### src/rtl/conv3x3_layer_seq.sv
// Control sequencer for one 3x3 same-padded conv2d+bias+ReLU layer.
// It walks filters, pixels, taps and channels, and drives the RAM/ROM addresses and the MAC strobes.
module conv3x3_layer_seq #(
  parameter int WIDTH    = 8,
  parameter int HEIGHT   = 8,
  parameter int CHANNELS = 64,
  parameter int FILTERS  = 64,
  parameter int K        = 3,
  parameter int PAD      = 1,
  parameter int FM_AW    = 12
) (
  input  logic             clk,
  input  logic             rst,
  input  logic             start,
  output logic             busy,
  output logic             done,
  output logic [FM_AW-1:0] fm_addr,
  output logic [15:0]      kernel_row,
  output logic [15:0]      kernel_col,
  output logic [15:0]      bias_row,
  output logic             bias_load,
  output logic             mac_valid,
  output logic             mac_first,
  output logic             mac_last,
  output logic             out_valid,
  input  logic             out_ready,
  output logic [15:0]      out_f,
  output logic [7:0]       out_y,
  output logic [7:0]       out_x
);

  localparam int CW = (CHANNELS > 1) ? $clog2(CHANNELS) : 1;
  localparam int KW = (K > 1)        ? $clog2(K)        : 1;
  localparam int XW = (WIDTH > 1)    ? $clog2(WIDTH)    : 1;
  localparam int YW = (HEIGHT > 1)   ? $clog2(HEIGHT)   : 1;

  localparam logic [CW-1:0] C_LAST = CW'(CHANNELS - 1);
  localparam logic [KW-1:0] K_LAST = KW'(K - 1);
  localparam logic [XW-1:0] X_LAST = XW'(WIDTH - 1);
  localparam logic [YW-1:0] Y_LAST = YW'(HEIGHT - 1);
  localparam logic [15:0]   F_LAST = 16'(FILTERS - 1);

  typedef enum logic [2:0] {
    S_IDLE,
    S_BIAS,
    S_MAC,
    S_OUT,
    S_DONE
  } state_t;

  state_t        r_state, w_state_nxt;
  logic [15:0]   r_f, w_f_nxt;
  logic [YW-1:0] r_i, w_i_nxt;
  logic [XW-1:0] r_j, w_j_nxt;
  logic [KW-1:0] r_m, w_m_nxt;
  logic [KW-1:0] r_n, w_n_nxt;
  logic [CW-1:0] r_c, w_c_nxt;

  logic signed [31:0] w_i_s, w_j_s, w_m_s, w_n_s, w_c_s;
  logic signed [31:0] w_in_y, w_in_x;
  logic signed [31:0] w_m_min, w_m_max, w_n_min, w_n_max;
  logic               w_inb, w_tap_first, w_tap_last;

  // In-bounds taps form a rectangle, so first/last valid tap come from its corners.
  always_comb begin
    w_i_s   = signed'(32'(r_i));
    w_j_s   = signed'(32'(r_j));
    w_m_s   = signed'(32'(r_m));
    w_n_s   = signed'(32'(r_n));
    w_c_s   = signed'(32'(r_c));
    w_in_y  = w_i_s + w_m_s - PAD;
    w_in_x  = w_j_s + w_n_s - PAD;
    w_inb   = (w_in_y >= 0) && (w_in_y < HEIGHT) && (w_in_x >= 0) && (w_in_x < WIDTH);
    w_m_min = (w_i_s >= PAD) ? 0 : PAD - w_i_s;
    w_n_min = (w_j_s >= PAD) ? 0 : PAD - w_j_s;
    w_m_max = (w_i_s + K - 1 - PAD <= HEIGHT - 1) ? K - 1 : HEIGHT - 1 + PAD - w_i_s;
    w_n_max = (w_j_s + K - 1 - PAD <= WIDTH - 1)  ? K - 1 : WIDTH - 1 + PAD - w_j_s;
    w_tap_first = (w_m_s == w_m_min) && (w_n_s == w_n_min);
    w_tap_last  = (w_m_s == w_m_max) && (w_n_s == w_n_max);
  end

  assign busy       = (r_state != S_IDLE);
  assign done       = (r_state == S_DONE);
  assign bias_load  = (r_state == S_BIAS);
  assign out_valid  = (r_state == S_OUT);
  assign mac_valid  = (r_state == S_MAC) && w_inb;
  assign mac_first  = mac_valid && (r_c == '0) && w_tap_first;
  assign mac_last   = mac_valid && (r_c == C_LAST) && w_tap_last;
  assign fm_addr    = mac_valid ? FM_AW'(w_c_s * (WIDTH * HEIGHT) + w_in_y * WIDTH + w_in_x) : '0;
  assign kernel_row = 16'(w_m_s * (K * CHANNELS) + w_n_s * CHANNELS + w_c_s);
  assign kernel_col = r_f;
  assign bias_row   = r_f;
  assign out_f      = r_f;
  assign out_y      = 8'(r_i);
  assign out_x      = 8'(r_j);

  always_comb begin
    w_state_nxt = r_state;
    w_f_nxt     = r_f;
    w_i_nxt     = r_i;
    w_j_nxt     = r_j;
    w_m_nxt     = r_m;
    w_n_nxt     = r_n;
    w_c_nxt     = r_c;
    unique case (r_state)
      S_IDLE: begin
        if (start) begin
          w_state_nxt = S_BIAS;
          w_f_nxt     = '0;
          w_i_nxt     = '0;
          w_j_nxt     = '0;
          w_m_nxt     = '0;
          w_n_nxt     = '0;
          w_c_nxt     = '0;
        end
      end
      S_BIAS: begin
        w_state_nxt = S_MAC;
        w_m_nxt     = '0;
        w_n_nxt     = '0;
        w_c_nxt     = '0;
      end
      S_MAC: begin
        // Padded taps that follow the last valid tap are skipped outright.
        if (mac_last) begin
          w_state_nxt = S_OUT;
          w_m_nxt     = '0;
          w_n_nxt     = '0;
          w_c_nxt     = '0;
        end else if (w_inb && (r_c != C_LAST)) begin
          w_c_nxt = r_c + 1'b1;
        end else begin
          w_c_nxt = '0;
          if (r_n == K_LAST) begin
            w_n_nxt = '0;
            w_m_nxt = r_m + 1'b1;
          end else begin
            w_n_nxt = r_n + 1'b1;
          end
        end
      end
      S_OUT: begin
        if (out_ready) begin
          w_state_nxt = S_MAC;
          if (r_j == X_LAST) begin
            w_j_nxt = '0;
            if (r_i == Y_LAST) begin
              w_i_nxt = '0;
              if (r_f == F_LAST) begin
                w_f_nxt     = '0;
                w_state_nxt = S_DONE;
              end else begin
                w_f_nxt     = r_f + 1'b1;
                w_state_nxt = S_BIAS;
              end
            end else begin
              w_i_nxt = r_i + 1'b1;
            end
          end else begin
            w_j_nxt = r_j + 1'b1;
          end
        end
      end
      S_DONE: begin
        w_state_nxt = S_IDLE;
      end
      default: begin
        w_state_nxt = S_IDLE;
      end
    endcase
  end

  always_ff @(posedge clk or posedge rst) begin
    if (rst) begin
      r_state <= S_IDLE;
      r_f     <= '0;
      r_i     <= '0;
      r_j     <= '0;
      r_m     <= '0;
      r_n     <= '0;
      r_c     <= '0;
    end else begin
      r_state <= w_state_nxt;
      r_f     <= w_f_nxt;
      r_i     <= w_i_nxt;
      r_j     <= w_j_nxt;
      r_m     <= w_m_nxt;
      r_n     <= w_n_nxt;
      r_c     <= w_c_nxt;
    end
  end

endmodule

### config.mk
export PLATFORM = sky130hd
export DESIGN_NAME = conv3x3_layer_seq
export DESIGN_NICKNAME = d
export VERILOG_FILES = /design/src/rtl/conv3x3_layer_seq.sv
export SDC_FILE = /design/constraint.sdc
export NUM_CORES = 1
export LEC_CHECK = 0
export ABC_AREA = 1
export CORE_ASPECT_RATIO = 1.2
export CORE_MARGIN = 2
export CORE_UTILIZATION = 50
export CTS_CLUSTER_DIAMETER = 80
export DETAILED_ROUTE_END_ITERATION = 10
export PLACE_DENSITY_LB_ADDON = 0.2
export SYNTH_ARGS = -nofsm -noshare
export SYNTH_HDL_FRONTEND = slang
export SYNTH_SLANG_ARGS = --single-unit
### constraint.sdc
create_clock -name clk -period 5.73 [get_ports clk]
set_input_delay 1.719 -clock clk [delete_from_list [all_inputs] [get_ports clk]]
set_output_delay 1.719 -clock clk [all_outputs]
set_load 0.03 [all_outputs]
==> impl_metrics.csv <==
group,metric,value,unit
run_status,status,"complete, no violations",
min_path,min_path_type,"reg -> reg",
cts,root_buffer,"clkbuf_8",
logic_synthesis,yosysSeqAreaShare,23.3,%
pwr,p_leak,2.25,nW
detailed_routing,vias,3437,
die,num_rows,34,
layout,final_common_cell,"nand2_1",
layout,final-seq-area,876,sq um
logic_synthesis,yosysUniqueCellTypes,46,
timing,skew,7.12,ps
timing,max_freq,183,MHz
detailed_routing,drc,0,
pwr,combPwrFrac,79.2,%
layout,n_antenna_cell,0,
logic_synthesis,synth_compound_area_share,9.87,%
logic_synthesis,netlist_instances,505,
die,die_h,99.1,um
setup_path,worstSetupStartpointType,"flip-flop",
layout,nFillCells,679,
layout,layout_common_cells,"nand2_1 (92), clkdlybuf4s50_1 (82), inv_1 (70)",
job,drv_cap,0,
cts,cts_tree,"built",
timing,timing.final.crit_share,95.1,%
cts,hold_buffers,0,
cts,htreeDepth,2,
logic_synthesis,synthTopCellsByArea,"dfrtp_1 (23%), ha_1 (13%), buf_4 (9.4%)",
detailed_routing,routedWlPerCell,13.5,um
layout,multi_input_area,2290,sq um
global_routing,grt_overflow,0,
setup_path,cp.arrival,3730,ps
logic_synthesis,synth_area,3760,sq um
setup_path,path_cells,"inv_2, ha_1, inv_1, ha_1, inv_1, fa_2, inv_1, nand2_1, nand2_1, inv_1, fa_1, ha_4, nand3_1, nand2_1, nand4_1, o211ai_1, o21ai_0, a21oi_1, dlygate4sd2_1",
setup_path,worstReg2RegStart,"r_j[1]",
detailed_routing,vias_per_cell,5.19,
placement,place.gp.congestion,0.946,
pwr,total_power,0.00268,W
pwr,cellInternalPower,0.00120,W
cts,cts_buffers,5,
setup_path,critPathMaxStageDelay,520,ps
detailed_routing,firstDrtPassIters,5,
detailed_routing,wirelength,8.92,mm
setup_path,crit_fanout,5,
pwr,power_frac_seq,13.3,%
pwr,powerDensity,582,nW/um^2
pwr,switching_share,55.2,%
logic_synthesis,synthMuxAreaShare,0,%
timing,finalMaxSlewViolations,0,
placement,dp_hpwl,7.09,mm
die,dieArea,8240,sq um
setup_path,cp_common_cell,"inv_1",
global_routing,grt_pass1_vias,3472,
layout,fin_nets,624,
setup_path,endpoint_kind,"primary output",
logic_synthesis,synth_edf_count,0,
setup_path,critPathCapture,"fm_addr[11]",
die,io_pins,103,
setup_path,rrSetupSlack,2940,ps
layout,syn_to_final_growth,22.1,%
die,coreArea,7270,sq um
setup_path,crit_path_start,"r_i[1]",
placement,dpl.cell_count,652,
setup_path,path_class,"reg -> out",
timing,finalSetupViolCount,0,
logic_synthesis,synth_top_area_share,23.3,%
layout,drive_gt1_share,9.09,%
pwr,p_switching,0.00148,W
setup_path,crit_required,4010,ps
setup_path,worstReg2RegEnd,"r_m[0]",
logic_synthesis,postSynth.asyncResetShare,100,%
setup_path,worstRegToRegCells,17,
detailed_routing,drtIter0Drc,197,
cts,cts_buffer_depth,2,
logic_synthesis,synth-xor-area-share,2.56,%
logic_synthesis,synth-seq-cells,35,
die,die_w,83.2,um
layout,fin_cells,662,
die,start_util,51.8,%
cts,clk_latency,290,ps
pwr,irDropWorstVdd,0.000626,V
logic_synthesis,synthAdderAreaFrac,18.1,%
timing,setup_tns,0,ps
logic_synthesis,synth_top_family_by_area,"simple AND/OR/NAND/NOR gates",
placement,numPortBuffers,87,
setup_path,slowest_stage,"fa_1",
cts,clk_pin_slew,70,ps
logic_synthesis,synth_top_area_cell,"dfrtp_1",
global_routing,grt.total_usage,22.0,%
timing,min_period,5450,ps
logic_synthesis,yosysWarnings,0,
timing,rsz0062_at_grt,"false",
logic_synthesis,postSynthAreaPerCell,7.46,sq um
global_routing,grt_max_degree,36,
pwr,pwr-share-clk,7.5,%
logic_synthesis,synth-main-ff-cell,"dfrtp_1",
global_routing,grt_pass1_wl,15.2,mm
cts,cts_num_sinks,35,
global_routing,antenna_found_initial,0,
timing,finalHoldViolations,0,
detailed_routing,ant_nets,0,
logic_synthesis,synthSimpleGateAreaFrac,28.3,%
## sequential cells by signal, summed over array words and instances (netlist names)
signal / count
r_c: 6
r_n: 2
r_j: 3
bias_row: 16
r_state: 3
r_m: 2
r_i: 3
## power by group through the flow
stage / clock network, W / registers (W) / logic, W
2_1_floorplan: 0 / 0.000413 / 0.00148
3_3_place_gp: 0 / 0.000361 / 0.00198
3_5_place_dp: 0 / 0.000363 / 0.00204
4_1_cts: 0.000204 / 0.000359 / 0.00205
5_1_grt: 0.000216 / 0.000366 / 0.00238
6_report: 0.000200 / 0.000357 / 0.00212
## area by class of cell
type                            instances  area share, %
Clock buffer                            8           2.18
Inverter                               76           6.26
Multi-Input combinational cell        357           49.7
Sequential cell                        35           19.0
Tap cell                               90           2.45
Timing Repair Buffer                   96           20.3
## worst min-delay path by stage
stage | depth (start not counted) | from | end
after global placement | 1 | bias_row[0] | bias_row[0]
after detailed placement | 2 | r_m[1] | r_m[1]
final | 2 | r_n[0] | r_n[0]
after floorplan | 2 | r_n[0] | r_n[0]
after global routing | 1 | bias_row[0] | bias_row[0]
after CTS | 2 | r_m[1] | r_m[1]
## Yosys cell counts, drive strengths merged (5+ instances only)
| cell type | number |
|---|---|
| nand3 | 37 |
| inv | 76 |
| buf | 50 |
| o21ai | 23 |
| xor2 | 7 |
| nand2 | 99 |
| nor3 | 10 |
| ha | 40 |
| dfrtp | 35 |
| fa | 9 |
| nor2 | 55 |
| nand4 | 14 |
| a21oi | 18 |
| o21a | 5 |
## critical path, delay by kind of cell (launching register included)
| family | cells | cell delay [ps] |
|---|---|---|
| adders and majority gates | 5 | 1600 |
| buffers and inverters | 6 | 720 |
| and+or+nand+nor | 5 | 400 |
| DFF | 1 | 380 |
| AOI/OAI and AO/OA | 3 | 340 |
## per-stage QoR
| step | area (sq um) | hold slack, ps | util [%] | worst slack [ps] |
|---|---|---|---|---|
| detailed placement | 4470 | 557 | 61.4 | 179 |
| global route | 4600 | 629 | 63.2 | 19.8 |
| global placement | 4470 | 545 | 61.4 | 265 |
| CTS | 4560 | 576 | 62.7 | 19.3 |
| finish | 4600 | 587 | 63.2 | 280 |
| floorplan | 3820 | 517 | - | 253 |
## logic make-up after synthesis
| kind of cell | after synthesis |
|---|---|
| AOI/OAI and AO/OA | 59 |
| xor gates and xnor gates | 11 |
| adders and majority gates | 49 |
| buffers and inverters | 127 |
| DFF | 35 |
| other | 1 |
| and+or+nand+nor | 223 |
## repair_timing
item,4_1_cts,5_1_grt
gates resized for setup,2,9
buffers inserted,0,2
endpoints found under the setup margin,2,6
pin swaps,0,1
## routing by layer
layer | track usage (%) | share of wire (%) | up-vias
met5 | 0 | 0 | -
met2 | 42.2 | 53 | 94
met3 | 2.68 | 4.4 | 9
met4 | 8.20 | 1.2 | 0
li1 | - | - | 1703
met1 | 24.8 | 41 | 1631
(Power assumes the default switching activity.)
